<file path="config.mk">
export PLATFORM = sky130hd
export DESIGN_NAME = pc_fetch_sequencer
export DESIGN_NICKNAME = d
export VERILOG_FILES = /design/src/rtl/pc_fetch_sequencer_pkg.sv /design/src/rtl/pc_incr.sv /design/src/rtl/pc_next_select.sv /design/src/rtl/pc_fetch_sequencer.sv
export SDC_FILE = /design/constraint.sdc
export NUM_CORES = 1
export LEC_CHECK = 0
export ABC_AREA = 1
export BUFFER_PORTS_ARGS = -buffer_cell sky130_fd_sc_hd__buf_2
export CAP_MARGIN = 20
export CORE_MARGIN = 8
export CORE_UTILIZATION = 35
export DETAILED_ROUTE_END_ITERATION = 8
export GPL_ROUTABILITY_DRIVEN = 0
export MAX_ROUTING_LAYER = met4
export PLACE_DENSITY = 0.73
export REMOVE_ABC_BUFFERS = 1
export SYNTH_ARGS = -nofsm -noshare
export SYNTH_HDL_FRONTEND = slang
export SYNTH_SLANG_ARGS = --single-unit
export TNS_END_PERCENT = 20
</file>
<file path="constraint.sdc">
create_clock -name clk -period 5.07 [get_ports clk]
set_input_delay 0.2535 -clock clk [delete_from_list [all_inputs] [get_ports clk]]
set_output_delay 0.2535 -clock clk [all_outputs]
set_load 0.005 [all_outputs]
</file>
<file path="src/rtl/pc_fetch_sequencer_pkg.sv">
// Shared fetch-stage types: sequencer state, next-PC select code and PC defaults.
package pc_fetch_sequencer_pkg;

  localparam int unsigned PC_WIDTH_DEF     = 32;
  localparam logic [31:0] RESET_VECTOR_DEF = 32'h0000_0000;

  typedef enum logic [1:0] {
    BOOT     = 2'd0,
    FETCH    = 2'd1,
    WAIT_MEM = 2'd2,
    HOLD     = 2'd3
  } fetch_state_e;

  typedef enum logic [1:0] {
    SEL_SEQ  = 2'd0,
    SEL_BR   = 2'd1,
    SEL_JMP  = 2'd2,
    SEL_HOLD = 2'd3
  } pc_sel_e;

  typedef struct packed {
    logic if_id;
    logic id_ex;
  } flush_t;

endpackage

</file>
<file path="src/rtl/pc_incr.sv">
// PC incrementor: modulo-2^WIDTH add of a fixed step, wraps silently.
module pc_incr #(
  parameter int unsigned WIDTH = 32,
  parameter int unsigned INCR  = 1
) (
  input  logic [WIDTH-1:0] pc,
  output logic [WIDTH-1:0] pc_inc
);

  assign pc_inc = pc + WIDTH'(INCR);

endmodule

</file>
<file path="src/rtl/pc_next_select.sv">
// Combinational next-PC priority: branch > jump > hold > sequential, plus flushes.
module pc_next_select
  import pc_fetch_sequencer_pkg::*;
(
  input  logic         active,
  input  fetch_state_e state,
  input  logic         stall_i,
  input  logic         imem_ready_i,
  input  logic         br_taken_i,
  input  logic         jmp_valid_i,
  output pc_sel_e      sel,
  output flush_t       flush
);

  always_comb begin
    sel   = SEL_HOLD;
    flush = '0;
    if (active) begin
      if (br_taken_i) begin
        // the jump, if any, is younger than the branch and is squashed with it
        sel   = SEL_BR;
        flush = '{if_id: 1'b1, id_ex: 1'b1};
      end else if (jmp_valid_i) begin
        sel         = SEL_JMP;
        flush.if_id = 1'b1;
      end else if (stall_i || (!imem_ready_i && state != HOLD)) begin
        sel = SEL_HOLD;
      end else begin
        sel = SEL_SEQ;
      end
    end
  end

endmodule

</file>
<file path="src/rtl/pc_fetch_sequencer.sv">
// Fetch PC owner for the 5-stage pipeline. Optional perf counters via PC_FETCH_PERF_EN.
module pc_fetch_sequencer
  import pc_fetch_sequencer_pkg::*;
#(
  parameter int unsigned          PC_WIDTH     = PC_WIDTH_DEF,
  parameter logic [PC_WIDTH-1:0]  RESET_VECTOR = PC_WIDTH'(RESET_VECTOR_DEF),
  parameter int unsigned          INCR         = 1
) (
  input  logic                clk,
  input  logic                reset,
  input  logic                stall_i,
  input  logic                imem_ready_i,
  input  logic                br_taken_i,
  input  logic [PC_WIDTH-1:0] br_target_i,
  input  logic                jmp_valid_i,
  input  logic [PC_WIDTH-1:0] jmp_target_i,
  output logic [PC_WIDTH-1:0] pc_o,
  output logic                pc_valid_o,
  output logic [PC_WIDTH-1:0] next_pc_o,
  output logic                flush_if_id_o,
`ifdef PC_FETCH_PERF_EN
  output logic                flush_id_ex_o,
  output logic [31:0]         perf_redirects_o,
  output logic [31:0]         perf_stall_cycles_o,
  output logic [31:0]         perf_mem_wait_o
`else
  output logic                flush_id_ex_o
`endif
);

  fetch_state_e        state_q, state_d;
  logic [PC_WIDTH-1:0] pc_q, pc_d, pc_seq;
  pc_sel_e             sel;
  flush_t              flush;
  logic                active, redirect;

  // reset and BOOT both mask redirects and flushes
  assign active = !reset && (state_q != BOOT);

  pc_incr #(.WIDTH(PC_WIDTH), .INCR(INCR)) u_incr (
    .pc     (pc_q),
    .pc_inc (pc_seq)
  );

  pc_next_select u_sel (
    .active       (active),
    .state        (state_q),
    .stall_i      (stall_i),
    .imem_ready_i (imem_ready_i),
    .br_taken_i   (br_taken_i),
    .jmp_valid_i  (jmp_valid_i),
    .sel          (sel),
    .flush        (flush)
  );

  assign redirect = (sel == SEL_BR) || (sel == SEL_JMP);

  always_ff @(posedge clk) begin
    if (reset) begin
      state_q <= BOOT;
      pc_q    <= RESET_VECTOR;
    end else begin
      state_q <= state_d;
      pc_q    <= pc_d;
    end
  end

  always_comb begin
    state_d = state_q;
    unique case (sel)
      SEL_BR:  pc_d = br_target_i;
      SEL_JMP: pc_d = jmp_target_i;
      SEL_SEQ: pc_d = pc_seq;
      default: pc_d = pc_q;
    endcase
    unique case (state_q)
      BOOT: state_d = FETCH;
      HOLD: begin
        if (redirect)     state_d = imem_ready_i ? FETCH : WAIT_MEM;
        else if (stall_i) state_d = HOLD;
        else              state_d = FETCH;
      end
      default: begin
        // FETCH and WAIT_MEM share transitions; memory readiness outranks the stall
        if (redirect)           state_d = imem_ready_i ? FETCH : WAIT_MEM;
        else if (!imem_ready_i) state_d = WAIT_MEM;
        else if (stall_i)       state_d = HOLD;
        else                    state_d = FETCH;
      end
    endcase
  end

  assign pc_o          = pc_q;
  assign next_pc_o     = pc_seq;
  assign pc_valid_o    = active;
  assign flush_if_id_o = flush.if_id;
  assign flush_id_ex_o = flush.id_ex;

`ifdef PC_FETCH_PERF_EN
  logic [31:0] redir_cnt, stall_cnt, wait_cnt;

  always_ff @(posedge clk) begin
    if (reset) begin
      redir_cnt <= '0;
      stall_cnt <= '0;
      wait_cnt  <= '0;
    end else begin
      if (redirect && redir_cnt != '1)           redir_cnt <= redir_cnt + 32'd1;
      if (state_q == HOLD && stall_cnt != '1)    stall_cnt <= stall_cnt + 32'd1;
      if (state_q == WAIT_MEM && wait_cnt != '1) wait_cnt  <= wait_cnt + 32'd1;
    end
  end

  assign perf_redirects_o    = redir_cnt;
  assign perf_stall_cycles_o = stall_cnt;
  assign perf_mem_wait_o     = wait_cnt;
`endif

endmodule

</file>
==> flow_metrics.tcl <==
set metrics [dict create \
    ys_top_cells_by_count "nand2_1, a21oi_1, nor2_1" \
    synth_simple_gate_area_share 0.431 \
    hold_buffers 0 \
    rows 33 \
    avgSynthCellArea_sq_um 5.91 \
    p_int_w 0.000739 \
    seq_power_share 0.357 \
    cts.repair.resized 0 \
    clk_pin_slew_worst_paths_ns 0.08 \
    slew_headroom 0.411 \
    drt_drc_violations_left 0 \
    critPathMaxFanout 39 \
    via_count 3643 \
    cp-start-kind "flip-flop" \
    ys_warn_count 0 \
    area_growth_pct 29.7 \
    antenna_found_initial 0 \
    p_sw_w 0.000575 \
    start_util 0.363 \
    drive_above_1_share 0.285 \
    min_period_ns 2.85 \
    drtIter0Drc 218 \
    cts_root_buf "clkbuf_8" \
    clock_skew_ns 0.00616 \
    synth_top_family_by_area "simple AND/OR/NAND/NOR gates" \
    place_area_sq_um 3730 \
    chipWidth_microns 108 \
    grt_pass1_vias 3811 \
    pwr-share-clk 0.190 \
    firstDrtPassIters 4 \
    rsz0062_at_grt "false" \
    ys.flop_type "dfxtp_1" \
    synthXorXnorAreaFrac 0.0589 \
    grt_pass1_wl_microns 17600 \
    worst_setup_path_end_kind "flip-flop" \
    clock_path_buffers 2 \
    period_share 0.563 \
    synth_seq_cells 34 \
    synth.mux.area_fraction 0 \
    grt.total_usage 0.186 \
    p_leak_nw 1.89 \
    die_y_microns 108 \
    tightest_slew_ns 0.883 \
    clock_latency_ns 0.30 \
    cellPowerDensity_nw_per_um2 338 \
    cts_tree "yes" \
    synthCells 507 \
    maxCapViolCount 0 \
    synth.most_common_cell "nand2_1" \
    ir_drop_uv 215 \
    wl_per_cell_microns 14.6 \
    cts_sinks 34 \
    netlist.area_leader.share 0.234 \
    synthAdderAreaFrac 0.0251 \
    diodes 0 \
    cts_buffers 5 \
    pin_count 137 \
    fmax_mhz 351 \
    p_sw_frac 0.438 \
    synth.area.top_cells "nand2_1, dfxtp_1, a21oi_1" \
    nets 709 \
    cts_setup_buffers 0 \
    htreeDepth 2 \
    core-area_sq_um 8260 \
    setup_tns_ns 0 \
    design_area_sq_um 3880 \
    port-buffer-count 136 \
    avgViaCountPerCell 4.93 \
    finalCoreUtilization 0.470 \
    synthArstFlopShare 0 \
    min_path_type "primary input to flip-flop" \
    p_comb_frac 0.454 \
    drt-total-wl_microns 10800 \
    synth_cell_types 33 \
    criticalPathCategory "flip-flop to flip-flop" \
    dieArea_sq_um 11800 \
    setup_viol 0 \
    synth-compound-area-share 0.178 \
    critPathRequiredTime_ns 5.32 \
    ant_nets 0 \
    synth_top_area_cell "nand2_1" \
    outcome "finished clean" \
    synth_edf_count 0 \
    grt_max_degree 40 \
    final-max-slew-violation-count 0 \
    hold_viol 0 \
    n_fill_cell 923 \
    cp.arrival_ns 3.10 \
    overflow 0 \
    dp_hpwl_microns 8340 \
    syn_area_sq_um 2990 \
    whs_ns 0.206 \
    yosysSeqAreaShare 0.227 \
]
==> cell families after synthesis <==
logic type,count (synthesis)
fa+ha+maj,6
compound gates,101
flops,34
simple gates,293
buf+inv,58
xor+xnor,15
==> critical path: stages (launching register included) <==
cell	delay (ns)
dfxtp_1	0.35
inv_1	0.06
ha_1	0.21
nor2_2	0.18
inv_1	0.12
nor3_4	0.20
buf_4	0.40
ha_1	0.64
buf_8	0.24
nand2_1	0.07
nand3_1	0.09
o21ai_0	0.08
nand2_1	0.07
nand2_1	0.04
inv_1	0.04
==> cell type report <==
type	instances	area, sq um	area share
sequential	34	681	0.175
tap	105	131	0.0338
multi-input combinational	415	2080	0.536
timing repair buffer	141	746	0.192
inverter	36	135	0.0348
clock buffer	8	110	0.0284
==> per-layer routing <==
metal	routed length, microns	GRT usage	vias up
met2	5060	0.315	111
met3	496	0.0303	10
met1	5150	0.226	1650
met4	106	0.0450	0
li1	-	-	1872
met5	0	-	-
==> power by group through the flow <==
stage          logic [W]  clock network [W]  registers (W)
2_1_floorplan   0.000309                  0       0.000451
3_3_place_gp    0.000579                  0       0.000470
3_5_place_dp    0.000589                  0       0.000474
4_1_cts         0.000593           0.000251       0.000468
5_1_grt         0.000667           0.000263       0.000485
6_report        0.000596           0.000249       0.000469
==> layout by cell type, fill, tap and decap left out, drive strengths merged <==
cell type	count
nand2	193
buf	141
nor2	56
a21oi	54
o21ai	38
inv	35
dfxtp	34
nand3	31
xor2	13
and2	9
clkbuf	8
ha	6
nand3b	3
a31oi	3
xnor2	2
a22o	2
nor3	1
clkinv	1
o221ai	1
a21boi	1
o211ai	1
a211oi	1
==> per-stage QoR <==
| step | setup WS (ns) | power [W] | cells |
|---|---|---|---|
| 6_report | 2.22 | 0.00131 | 739 |
| 5_1_grt | 1.95 | 0.00142 | 739 |
| 4_1_cts | 1.95 | 0.00131 | 737 |
| 3_5_place_dp | 1.97 | 0.00106 | 729 |
| 3_3_place_gp | 2.11 | 0.00105 | 729 |
| 2_1_floorplan | 1.28 | 0.000760 | 485 |
==> final timing paths <==
path	start	to	slack, ns	cells after the start
worst max register to register	state_q[1]	pc_o[4]	2.22	14
worst min register to register	pc_o[31]	pc_o[31]	0.60	2
worst min-delay path	reset	pc_o[2]	0.21	2
worst max-delay path	state_q[1]	pc_o[4]	2.22	14
==> registers in the layout (all words and copies together) (netlist names) <==
name and flops:
state_q 2, pc_o 32
(Power assumes the default switching activity.)
